[src/rtl/branch_resolve_unit_if.sv]
// rtl/branch_resolve_unit_if.sv - ID-stage to branch resolver bundle
// The master is the ID stage, which drives the instruction and operands. The slave is the resolver.
interface branch_resolve_unit_if #(
  parameter int PC_W  = 32,
  parameter int XLEN  = 32,
  parameter int CNT_W = 16
);
  logic             id_valid;
  logic             id_adv;
  logic [6:0]       id_op;
  logic [2:0]       id_funct3;
  logic [PC_W-1:0]  id_pc;
  logic [PC_W-1:0]  id_imm;
  logic [XLEN-1:0]  rs1_val;
  logic [XLEN-1:0]  rs2_val;
  logic             opnd_rdy;
  logic             flush;
  logic             b_eval;
  logic             branch_outcome;
  logic             trgt_gen;
  logic [PC_W-1:0]  alupc;
  logic [PC_W-1:0]  pcplf;
  logic             jr_bpu;
  logic [PC_W-1:0]  jr_in;
  logic             stall_req;
  logic [CNT_W-1:0] cnt_br;
  logic [CNT_W-1:0] cnt_tk;
  logic [CNT_W-1:0] cnt_jmp;
  logic [CNT_W-1:0] cnt_stall;

  modport master (
    output id_valid, id_adv, id_op, id_funct3, id_pc, id_imm,
           rs1_val, rs2_val, opnd_rdy, flush,
    input  b_eval, branch_outcome, trgt_gen, alupc, pcplf, jr_bpu, jr_in,
           stall_req, cnt_br, cnt_tk, cnt_jmp, cnt_stall
  );

  modport slave (
    input  id_valid, id_adv, id_op, id_funct3, id_pc, id_imm,
           rs1_val, rs2_val, opnd_rdy, flush,
    output b_eval, branch_outcome, trgt_gen, alupc, pcplf, jr_bpu, jr_in,
           stall_req, cnt_br, cnt_tk, cnt_jmp, cnt_stall
  );
endinterface

[src/rtl/branch_resolve_unit.sv]
// rtl/branch_resolve_unit.sv - decode-stage branch/jump resolver
// Produces exactly one resolve pulse per control-flow instruction, stalls for operands, and keeps saturating counters.
module branch_resolve_unit #(
  parameter int PC_W  = 32,
  parameter int XLEN  = 32,
  parameter int CNT_W = 16
) (
  input  logic                 clk,
  input  logic                 nrst,
  branch_resolve_unit_if.slave bif
);
  localparam logic [6:0] OP_B    = 7'b1100011;
  localparam logic [6:0] OP_JAL  = 7'b1101111;
  localparam logic [6:0] OP_JALR = 7'b1100111;

  typedef enum logic [1:0] {IDLE, WAIT, DONE} state_t;

  state_t           state_q, state_d;
  logic [CNT_W-1:0] cnt_br_q, cnt_br_d;
  logic [CNT_W-1:0] cnt_tk_q, cnt_tk_d;
  logic [CNT_W-1:0] cnt_jmp_q, cnt_jmp_d;
  logic [CNT_W-1:0] cnt_stall_q, cnt_stall_d;

  logic            is_b, is_jal, is_jalr, ctl;
  logic            resolve, stall, cond;
  logic [PC_W-1:0] jr_sum;

  function automatic logic [CNT_W-1:0] sat_inc(input logic [CNT_W-1:0] v, input logic en);
    return (en && v != {CNT_W{1'b1}}) ? v + 1'b1 : v;
  endfunction

  assign is_b    = bif.id_op == OP_B;
  assign is_jal  = bif.id_op == OP_JAL;
  assign is_jalr = bif.id_op == OP_JALR;
  assign ctl     = bif.id_valid & ~bif.flush & (is_b | is_jal | is_jalr);

  always_comb begin
    cond = 1'b0;
    case (bif.id_funct3)
      3'b000:  cond = bif.rs1_val == bif.rs2_val;
      3'b001:  cond = bif.rs1_val != bif.rs2_val;
      3'b100:  cond = $signed(bif.rs1_val) <  $signed(bif.rs2_val);
      3'b101:  cond = $signed(bif.rs1_val) >= $signed(bif.rs2_val);
      3'b110:  cond = bif.rs1_val <  bif.rs2_val;
      3'b111:  cond = bif.rs1_val >= bif.rs2_val;
      default: cond = 1'b0;
    endcase
  end

  always_comb begin
    state_d = state_q;
    resolve = 1'b0;
    stall   = 1'b0;
    case (state_q)
      IDLE: if (ctl) begin
        if (is_jal || bif.opnd_rdy) begin
          resolve = 1'b1;
          state_d = bif.id_adv ? IDLE : DONE;
        end else begin
          stall   = 1'b1;
          state_d = WAIT;
        end
      end
      WAIT: begin
        // Losing ctl here means a flush or a vanished instruction, so it is dropped without a resolve.
        if (!ctl) begin
          state_d = IDLE;
        end else if (bif.opnd_rdy) begin
          resolve = 1'b1;
          state_d = bif.id_adv ? IDLE : DONE;
        end else begin
          stall = 1'b1;
        end
      end
      DONE: if (bif.id_adv || bif.flush) state_d = IDLE;
      default: state_d = IDLE;
    endcase
    if (!nrst) begin
      resolve = 1'b0;
      stall   = 1'b0;
    end
  end

  always_comb begin
    cnt_br_d    = sat_inc(cnt_br_q, resolve & is_b);
    cnt_tk_d    = sat_inc(cnt_tk_q, resolve & is_b & cond);
    cnt_jmp_d   = sat_inc(cnt_jmp_q, resolve & (is_jal | is_jalr));
    cnt_stall_d = sat_inc(cnt_stall_q, stall);
  end

  always_ff @(posedge clk) begin
    if (!nrst) begin
      state_q     <= IDLE;
      cnt_br_q    <= '0;
      cnt_tk_q    <= '0;
      cnt_jmp_q   <= '0;
      cnt_stall_q <= '0;
    end else begin
      state_q     <= state_d;
      cnt_br_q    <= cnt_br_d;
      cnt_tk_q    <= cnt_tk_d;
      cnt_jmp_q   <= cnt_jmp_d;
      cnt_stall_q <= cnt_stall_d;
    end
  end

  assign jr_sum             = PC_W'(bif.rs1_val) + bif.id_imm;
  assign bif.alupc          = bif.id_pc + bif.id_imm;
  assign bif.pcplf          = bif.id_pc + PC_W'(4);
  assign bif.jr_in          = {jr_sum[PC_W-1:1], 1'b0};
  assign bif.b_eval         = resolve & is_b;
  assign bif.branch_outcome = resolve & is_b & cond;
  assign bif.trgt_gen       = resolve & (is_b | is_jal);
  assign bif.jr_bpu         = resolve & is_jalr;
  assign bif.stall_req      = stall;
  assign bif.cnt_br         = cnt_br_q;
  assign bif.cnt_tk         = cnt_tk_q;
  assign bif.cnt_jmp        = cnt_jmp_q;
  assign bif.cnt_stall      = cnt_stall_q;
endmodule
[src/flat_wrapper.sv]
// flat-port wrapper written by rule: the top's interface ports become plain ports
module branch_resolve_unit_flat 
#(
  parameter int PC_W  = 32,
  parameter int XLEN  = 32,
  parameter int CNT_W = 16
)
  (clk, nrst, bif_id_valid, bif_id_adv, bif_id_op, bif_id_funct3, bif_id_pc, bif_id_imm, bif_rs1_val, bif_rs2_val, bif_opnd_rdy, bif_flush, bif_b_eval, bif_branch_outcome, bif_trgt_gen, bif_alupc, bif_pcplf, bif_jr_bpu, bif_jr_in, bif_stall_req, bif_cnt_br, bif_cnt_tk, bif_cnt_jmp, bif_cnt_stall);
  branch_resolve_unit_if #(.PC_W(PC_W), .XLEN(XLEN), .CNT_W(CNT_W)) bif_i ();
  input  logic clk;
  input  logic nrst;
  input wire logic [$bits(bif_i.id_valid)-1:0] bif_id_valid;
  input wire logic [$bits(bif_i.id_adv)-1:0] bif_id_adv;
  input wire logic [$bits(bif_i.id_op)-1:0] bif_id_op;
  input wire logic [$bits(bif_i.id_funct3)-1:0] bif_id_funct3;
  input wire logic [$bits(bif_i.id_pc)-1:0] bif_id_pc;
  input wire logic [$bits(bif_i.id_imm)-1:0] bif_id_imm;
  input wire logic [$bits(bif_i.rs1_val)-1:0] bif_rs1_val;
  input wire logic [$bits(bif_i.rs2_val)-1:0] bif_rs2_val;
  input wire logic [$bits(bif_i.opnd_rdy)-1:0] bif_opnd_rdy;
  input wire logic [$bits(bif_i.flush)-1:0] bif_flush;
  output wire logic [$bits(bif_i.b_eval)-1:0] bif_b_eval;
  output wire logic [$bits(bif_i.branch_outcome)-1:0] bif_branch_outcome;
  output wire logic [$bits(bif_i.trgt_gen)-1:0] bif_trgt_gen;
  output wire logic [$bits(bif_i.alupc)-1:0] bif_alupc;
  output wire logic [$bits(bif_i.pcplf)-1:0] bif_pcplf;
  output wire logic [$bits(bif_i.jr_bpu)-1:0] bif_jr_bpu;
  output wire logic [$bits(bif_i.jr_in)-1:0] bif_jr_in;
  output wire logic [$bits(bif_i.stall_req)-1:0] bif_stall_req;
  output wire logic [$bits(bif_i.cnt_br)-1:0] bif_cnt_br;
  output wire logic [$bits(bif_i.cnt_tk)-1:0] bif_cnt_tk;
  output wire logic [$bits(bif_i.cnt_jmp)-1:0] bif_cnt_jmp;
  output wire logic [$bits(bif_i.cnt_stall)-1:0] bif_cnt_stall;
  assign bif_i.id_valid = bif_id_valid;
  assign bif_i.id_adv = bif_id_adv;
  assign bif_i.id_op = bif_id_op;
  assign bif_i.id_funct3 = bif_id_funct3;
  assign bif_i.id_pc = bif_id_pc;
  assign bif_i.id_imm = bif_id_imm;
  assign bif_i.rs1_val = bif_rs1_val;
  assign bif_i.rs2_val = bif_rs2_val;
  assign bif_i.opnd_rdy = bif_opnd_rdy;
  assign bif_i.flush = bif_flush;
  assign bif_b_eval = bif_i.b_eval;
  assign bif_branch_outcome = bif_i.branch_outcome;
  assign bif_trgt_gen = bif_i.trgt_gen;
  assign bif_alupc = bif_i.alupc;
  assign bif_pcplf = bif_i.pcplf;
  assign bif_jr_bpu = bif_i.jr_bpu;
  assign bif_jr_in = bif_i.jr_in;
  assign bif_stall_req = bif_i.stall_req;
  assign bif_cnt_br = bif_i.cnt_br;
  assign bif_cnt_tk = bif_i.cnt_tk;
  assign bif_cnt_jmp = bif_i.cnt_jmp;
  assign bif_cnt_stall = bif_i.cnt_stall;
  branch_resolve_unit #(.PC_W(PC_W), .XLEN(XLEN), .CNT_W(CNT_W)) u_core (.clk(clk), .nrst(nrst), .bif(bif_i));
endmodule
[config.mk]
export PLATFORM = sky130hd
export DESIGN_NAME = branch_resolve_unit_flat
export DESIGN_NICKNAME = d
export VERILOG_FILES = /design/src/rtl/branch_resolve_unit_if.sv /design/src/rtl/branch_resolve_unit.sv /design/src/flat_wrapper.sv
export SDC_FILE = /design/constraint.sdc
export NUM_CORES = 1
export LEC_CHECK = 0
export ABC_CLOCK_PERIOD_IN_PS = 5500
export CAP_MARGIN = 5
export CORE_UTILIZATION = 45
export CTS_BUF_LIST = sky130_fd_sc_hd__clkbuf_4 sky130_fd_sc_hd__clkbuf_8
export DETAILED_ROUTE_END_ITERATION = 8
export PLACE_DENSITY = 0.84
export SLEW_MARGIN = 20
export SYNTH_ARGS = -nofsm -noshare
export SYNTH_HDL_FRONTEND = slang
export SYNTH_SLANG_ARGS = --single-unit
[constraint.sdc]
create_clock -name clk -period 5.5 [get_ports clk]
set_clock_uncertainty 0.15 [all_clocks]
set_input_delay 1.1 -clock clk [delete_from_list [all_inputs] [get_ports clk]]
set_output_delay 1.1 -clock clk [all_outputs]
set_load 0.01 [all_outputs]
* Yosys cells after proc, flatten, opt, wreduce, memory -nomap -nowiden
Cells that the tools add are included.
** Cells by class
- Add/sub/neg operators :: 7
- Multiplexer cells :: 20
- Reductions and logical operators :: 9
- Equality and inequality tests :: 19
- Bitwise operators :: 11
- Magnitude comparators :: 4
** Operators by type and width (number)
- $add 16x1->16 const B :: 4
- $add 32x32->32 :: 2
- $ge 32x32->1 :: 2
- $lt 32x32->1 :: 2
- $ne 16x16->1 const B :: 4
- $add 32x3->32 const B :: 1
- $eq 32x32->1 :: 1
- $ne 32x32->1 :: 1
- $eq 7x7->1 const B :: 3
- $eq 3x3->1 const B :: 4
- $mux 2 :: 6
- $mux 1 :: 10
- $and 1x1->1 :: 7
- $pmux 1 s6 :: 1
- $pmux 2 s3 :: 1
- $logic_and 1x1->1 :: 4
- $ne 2x1->1 const B :: 2
- $pmux 1 s2 :: 2
- $eq 3x1->1 const B :: 1
- $logic_not 3->1 :: 1
- $ne 3x3->1 const B :: 1
- $or 1x1->1 :: 3
- $reduce_and 3->1 :: 1
- $eq 2x1->1 const B :: 1
- 4 further kinds :: 5
** Storage, ports and cells
- Bits in registers :: 66
- Output and inout port bits :: 165

* Depth between registers and ports, before layout
Gate-level depths: netlist (run 1).
- Depth in word-level cells :: 10
- Mapped depth :: 13
- Mapped depth without buffers :: 13

* Worst setup path before layout (run 1)
Ideal clock, no wire load.
- Path kind :: input to output
- From :: input bif_id_imm[0]
- To :: output bif_alupc[28]
- Cell stages on the path :: 13
- Required time :: 4.250 ns
- Path buffers :: 0
- Data arrival time :: 3.485 ns
- Slack :: 0.765 ns
- Cell sequence :: ha_1 inv_1 fa_1 nor2b_1 o31a_1 nand4_1 o211ai_1 a2111oi_2 o21ai_0 a31oi_1 o311ai_0 a21oi_1 xnor2_1
** Between the ends
- Longest elaborated chain between the ends :: 1
** RTL lines
- start: declaration :: line flat_wrapper.sv:17 : input wire logic [$bits(bif_i.id_imm)-1:0] bif_id_imm;
- $add 32x32->32 :: line branch_resolve_unit.sv:108 : assign bif.alupc = bif.id_pc + bif.id_imm;
- end: declaration :: line flat_wrapper.sv:25 : output wire logic [$bits(bif_i.alupc)-1:0] bif_alupc;
Every way passes these cells.

* Final worst setup path (run 1)
- From :: input bif_id_imm[2]
- To :: output bif_alupc[28]
Same word-level chain as after synthesis.

==> metrics, run 1 <==
status=finished clean; min cycle time layout=around 5.4 ns; most frequent cells in the layout=276 x clkdlybuf4s50_1, 127 x buf_4, 97 x ha_1; pin count of the biggest net entering global routing=50; Register Area=between 1000 and 1500 µm²; Psw=roughly 0.67 mW; GRT met1 Usage=between 30% and 40%; Mapped Nets=1221; Synth Flop Type=dfxtp_1; Synth Cell Area=around 7500 µm²; height of the die=131 µm; Post-synth ARST share=0%; top-area cell type share of the netlist area=about 18%; Leak Pwr=around 5.3 nW; Die Area=around 17000 µm²; required time worst endpoint=around 4.3 ns; # port buffers=between 300 and 400; grt ovf=0; syn avg cell area=~7.6 µm²; core footprint=~16000 µm²; number of I/O pins=between 300 and 400; Num CTS Buffers=9; Synth Register Bits=between 60 and 70; Seq/Total Area, Yosys=between 15 and 20%; antenna viol nets, final=0; multi-input gate area in the final layout=5940 µm²; root buffer cell=clkbuf_8; switching fraction of total power=about 35%; cell area after layout=12000 µm²; vias in the first global route=approximately 8700; post-layout util=between 70% and 80%; CP delay by family, top=compound AO/OA/AOI/OAI gates; Total Power=between 1.5 and 2 mW; Fmax achieved=between 150 and 200 MHz; chip width=~130 µm; most crowded layer after global routing=met2; final setup fails=0; std cell rows=between 40 and 50; dpl cell area=11600 µm²; met3 usage in global routing=around 8%; Crit. End Element=output pin; WHS=between 0.3 and 0.4 ns; first-pass GRT wire length=roughly 40000 µm; hold endpoint=u_core.bif.cnt_tk[6]; slowest stage delay, CP=0.44 ns; Worst R2R Setup Slack=around 2.8 ns; endpoints failing hold=0; Total GRT Usage=roughly 30%; final non-filler cell total=1625; Reg-to-Reg End=u_core.bif.cnt_tk[0]; Yosys top cell by area=dfxtp_1; DP Wirelength=22100 µm; final net count=between 1500 and 2000; WL final=26600 µm; Int Pwr=approximately 1.3 mW; crit path cell chain=clkdlybuf4s50_1 > ha_1 > nor2b_2 > o31a_1 > nand4_1 > o211ai_1 > a2111oi_2 > o21ai_1 > a31oi_2 > buf_4 > o311ai_2 > a21oi_1 > xnor2_1 > buf_2; Worst-Margin Slew=0.771 ns; Cells after Synth=between 900 and 1000; Crit. path cell count=14; clock tree sinks=66; slowest CP cell=clkdlybuf4s50_1; residual DRC count=0; Slew HR=48.2%; layout cells sized above 1=about 14%; # Max-Cap Violations=0; Final Max Slew Viols=0; TritonRoute pass-1 iters=5; crit start category=input port; Hold Crit Start=u_core.bif.cnt_tk[6]; crit path kind=in -> out; largest cells by area after synthesis=dfxtp_1 18%, ha_1 16%, xnor2_1 8.5%; CTS tree=done; Avg WL per Cell=about 16 µm; number of vias per cell=around 5.5; Logic pwr share=between 50% and 60%; hold path depth=2; Reg2Reg Depth=8; clk buf depth=2; fill cell count=about 1200; GR Util met2=between 50% and 60%; Ys Warns=0; initial antenna violation count=2; initial detailed-routing violation count=between 400 and 500; Tcrit/Tclk final=~100%; Min-Delay Path Class=reg -> reg; number of distinct library cells after synthesis=69; R2R Path Start=u_core.bif.cnt_tk[3]; vias=~8900; PwrDens=about 160 nW/µm²; clock latency on the worst-skew pair=~0.35 ns; initial core utilization=a little under half; peak supply drop=about 0.00013 V; H-tree lvl count=3; Seq pwr share=approximately a quarter; hold_buf cts=0; number of synthesized flops with an enable pin=0; Worst Path Max Fanout=2; Worst Path Arrival=between 4 and 5 ns; # placed instances=approximately 1600; leading cell type in the layout, fill and taps excluded=clkdlybuf4s50_1; GPL Wtd Cong=0.934; clock share of power=23.6%; clock transition time at the flip-flop clock pins of the worst setup and hold paths=~0.080 ns; area grow syn2layout=61.0%; buffers and inverters on the worst path=3
==> per-stage QoR <==
step / TNS (ns) / setup slack (ns)
after floorplan: 0 / 0.765
after CTS: 0 / 0.00171
after global placement: -5.45 / -0.481
after detailed placement: -6.29 / -0.527
after global routing: -0.135 / -0.0398
final: 0 / 0.0637
==> worst reg2reg max path, delay by kind of cell (launching register included) <==
kind,cells,cell delay (ns)
multiplexers,1,0.13
AND/OR/NAND/NOR,6,1.58
buffers and inverters,1,0.31
flip-flops,1,0.43
==> worst max path at each step <==
stage               slack (ns)             to           start
floorplan                 0.76  bif_alupc[28]   bif_id_imm[0]
global placement         -0.48  bif_alupc[27]   bif_id_imm[1]
detailed placement       -0.53  bif_alupc[27]   bif_id_imm[1]
CTS                      0.002  bif_jr_in[22]  bif_id_imm[17]
global route             -0.04  bif_alupc[28]   bif_id_imm[2]
finish                    0.06  bif_alupc[28]   bif_id_imm[2]
==> sequential cells by signal, summed over array words and instances (netlist names) <==
| register | count |
|---|---|
| u_core.bif.cnt_br | 16 |
| u_core.bif.cnt_jmp | 16 |
| u_core.bif.cnt_stall | 16 |
| u_core.bif.cnt_tk | 16 |
| u_core.state_q | 2 |
==> power groups by stage <==
stage	clock, mW	sequential, mW	combinational [mW]
2_1_floorplan	0	0.489	0.437
3_3_place_gp	0	0.489	0.972
3_5_place_dp	0	0.489	0.982
4_1_cts	0.464	0.478	0.985
5_1_grt	0.491	0.477	1.08
6_report	0.457	0.478	1.00
==> layer usage <==
metal	part of all wire (%)	vias up
met3	8.0	77
met5	0	-
li1	-	4376
met2	48	363
met4	4.5	0
met1	39	4051
==> cell type report <==
class	count	area share, %
diodes	2	0.0417
clock buffers	9	1.03
clock inverters	7	0.834
inverters	61	1.91
multi-input cells	830	49.5
flip-flops and latches	66	11.0
well taps	216	2.25
repair buffers	434	33.4
==> what timing repair did <==
| item | 4_1_cts | 5_1_grt |
|---|---|---|
| setup endpoints to repair | 28 | 31 |
| gates resized for setup | 41 | 46 |
| buffers inserted | 6 | 4 |
| pin swaps | 12 | 20 |
| gates cloned | 0 | 0 |
==> synth_stat cells, types with 15 or more instances <==
master,count
xnor2_1,72
mux2i_1,15
nand3_1,41
ha_1,98
nand2_1,87
nand4_1,27
xor2_1,48
inv_1,60
dfxtp_1,66
nor3_1,25
a21o_1,33
nand2b_1,21
a21oi_1,75
o21ai_0,42
and3_1,21
nor2_1,91
==> logic make-up after synthesis <==
kind of cell,share of synthesized area (%)
other,0.0503
buffers and inverters,4.38
xor gates and xnor gates,14.1
muxes,2.01
DFF,17.7
adders and majority gates,17.0
and+or+nand+nor,25.3
AOI/OAI and AO/OA,19.4
Power figures use the tool's default switching activity.
==> run 2, diff against run 1 <==
Settings changed: ABC_AREA from default to 1, CORE_UTILIZATION 45 to 47, CTS_CLUSTER_DIAMETER from default to 200.
==> run 2 against run 1 <==
Cell area rose by 2.3%. Critical path depth fell by 3. Critical path type unchanged. Power is essentially flat. Via count increased by 18%. Largest power group unchanged. Synthesized cell count increased by 42%. Highest routed layer unchanged. Critical endpoint is now bif_jr_in[21].
==> metrics, run 2 <==
most frequent cells in the layout=304 x clkdlybuf4s50_1, 299 x nand2_1, 224 x inv_1; crit path launch=bif_rs1_val[4]; initial core utilization=48.8%; clock tree sinks=66; initial antenna violation count=0; core footprint=roughly 18000 µm²; grt ovf=0; number of synthesized flops with an enable pin=0; Worst Path Max Fanout=4; Worst-Margin Slew=between 0.6 and 0.7 ns; std cell rows=48; number of distinct library cells after synthesis=a little over 50; vias=around 10000; Final Max Slew Viols=0; Reg-to-Reg End=u_core.bif.cnt_br[6]; Min-Delay Path Class=reg -> reg; # port buffers=between 300 and 400; clock latency on the worst-skew pair=~0.35 ns; # Max-Cap Violations=0; Worst Path Arrival=around 4.1 ns; Crit. End Element=output pin; min cycle time layout=around 5.3 ns; largest cells by area after synthesis=dfxtp_1 15%, ha_1 14%, nand2_1 13%; Reg2Reg Depth=11; vias in the first global route=about 9600; crit start category=input port; Synth Cell Area=roughly 8600 µm²; area grow syn2layout=43.5%; endpoints failing hold=0; DR WL met2=14500 µm; H-tree lvl count=3; top-area cell type share of the netlist area=around 15%; Slew HR=a little under three fifths; Met1 Wirelength=12400 µm; Fmax achieved=about 190 MHz; top sig layer=met4; CTS tree=done; Ys Warns=0; Total GRT Usage=a little under a third; residual DRC count=0; Post-synth ARST share=0%; syn avg cell area=6.18 µm²; Worst R2R Setup Slack=around 3.1 ns; clk buf depth=2; PwrDens=158 nW/µm²; Leak Pwr=about 5.4 nW; antenna viol nets, final=0; final net count=around 2000; layout cells sized above 1=slightly below 5%; number of vias per cell=around 5.4; initial detailed-routing violation count=687; DP Wirelength=approximately 26000 µm; crit path to=bif_jr_in[21]; WL final=~31000 µm; most frequent CP cell=a21oi_1; hold_buf cts=0; leading cell type in the layout, fill and taps excluded=clkdlybuf4s50_1; TritonRoute pass-1 iters=5; Num CTS Buffers=9; Synth Flop Type=dfxtp_1; cell area after layout=between 10000 and 15000 µm²; Crit. path cell count=11; Seq/Total Area, Yosys=about 15%; fin worst setup slack=~0.15 ns; first-pass GRT wire length=approximately 47000 µm; final setup fails=0; peak supply drop=about 0.00016 V; height of the die=roughly 140 µm; crit path kind=in -> out; Hold Crit Start=u_core.bif.cnt_br[9]; slowest stage delay, CP=0.59 ns; chip width=137 µm; slowest CP cell=clkdlybuf4s50_1; Total Power=~1.9 mW; crit path cell chain=clkdlybuf4s50_1 > ha_1 > a21oi_1 > o21ai_0 > o21ai_0 > nand2_1 > a21oi_1 > o21ai_1 > a21oi_1 > xnor2_1 > clkdlybuf4s50_1; Yosys top cell by area=dfxtp_1; Met3 Wirelength=approximately 2400 µm; Place WS=0.0162 ns; number of diodes=0; Tcrit/Tclk final=a little over nine tenths; top cells by count, synth=299 x nand2_1, 224 x inv_1, 144 x nor2_1; buffers and inverters on the worst path=2; CP delay by family, top=compound AO/OA/AOI/OAI gates; Cells after Synth=1386; dpl cell area=roughly 12000 µm²; R2R Path Start=u_core.bif.cnt_br[0]; most frequent cell after synthesis=nand2_1; Avg WL per Cell=roughly 16 µm; status=finished clean; required time worst endpoint=approximately 4.3 ns; Die Area=18800 µm²; root buffer cell=clkbuf_8; clock transition time at the flip-flop clock pins of the worst setup and hold paths=approximately 0.08 ns; GPL Wtd Cong=between 1 and 1.5; Mapped Nets=1630; pin count of the biggest net entering global routing=35; Synth Register Bits=66; number of I/O pins=roughly 310
-- run 2: cell count changes in the layout (fill, tap and decap cells not counted), sizes merged, moves of 37 or more --
cell,delta
nor2,+62
a21oi,+52
nand2,+213
xnor2,-37
inv,+171
buf,-106
-- run 2: worst min-delay path by stage --
stage	slack, ns	endpoint	depth (start not counted)
floorplan	0.35	u_core.bif.cnt_jmp[8]	1
CTS	0.35	u_core.bif.cnt_jmp[8]	1
global placement	0.33	u_core.bif.cnt_jmp[8]	1
detailed placement	0.33	u_core.bif.cnt_jmp[8]	1
finish	0.35	u_core.bif.cnt_br[9]	2
global route	0.37	u_core.bif.cnt_jmp[8]	1
-- run 2: final cells by class --
class                           count  area, µm²
Multi-Input combinational cell   1073       6330
Fill cell                        1523       5250
Timing Repair Buffer              330       3250
Sequential cell                    66       1320
Inverter                          234        878
Tap cell                          225        282
Clock buffer                        9        124
Clock inverter                      7       98.8
-- run 2: timing repair --
item,4_1_cts,5_1_grt
setup endpoints to repair,0,21
gates resized for setup,0,19
setup buffers,0,2
-- run 2: report_power, final --
group	leakage (nW)	switching, mW	internal [mW]
clock	0.110	0.204	0.258
combinational	4.72	0.507	0.490
sequential	0.531	0.0000835	0.477
total	5.36	0.711	1.23
-- run 2: tightest hold or removal path: stages (launching register included) --
cell and delay [ns]:
dfxtp_1 0.34, nand2_1 0.07, a21oi_1 0.06
-- run 2: logic make-up (layout without fill, tap and decap cells) --
family / count (synthesis) / in the layout / share of synthesized area, %
fa+ha+maj: 100 / 100 / 14.8
buf+inv: 247 / 580 / 11.1
xor+xnor: 105 / 105 / 10.7
simple gates: 628 / 628 / 32.5
flops: 66 / 66 / 15.4
compound gates: 239 / 239 / 15.4
other cells: 1 / 1 / 0.0438
-- run 2: per-stage QoR --
step / TNS (ns) / instances / util [%] / hold WS, ns
2_1_floorplan: 0 / 1386 / - / 0.346
3_3_place_gp: 0 / 1926 / 68.4 / 0.328
3_5_place_dp: 0 / 1926 / 68.4 / 0.332
4_1_cts: 0 / 1942 / 69.7 / 0.353
5_1_grt: -0.0122 / 1944 / 70.1 / 0.372
6_report: 0 / 1944 / 70.1 / 0.353
-- run 2: routing by layer --
layer,GRT usage [%],vias up
li1,-,5215
met1,37.9,4744
met2,55.8,466
met3,4.70,74
met4,13.9,0
met5,0,-
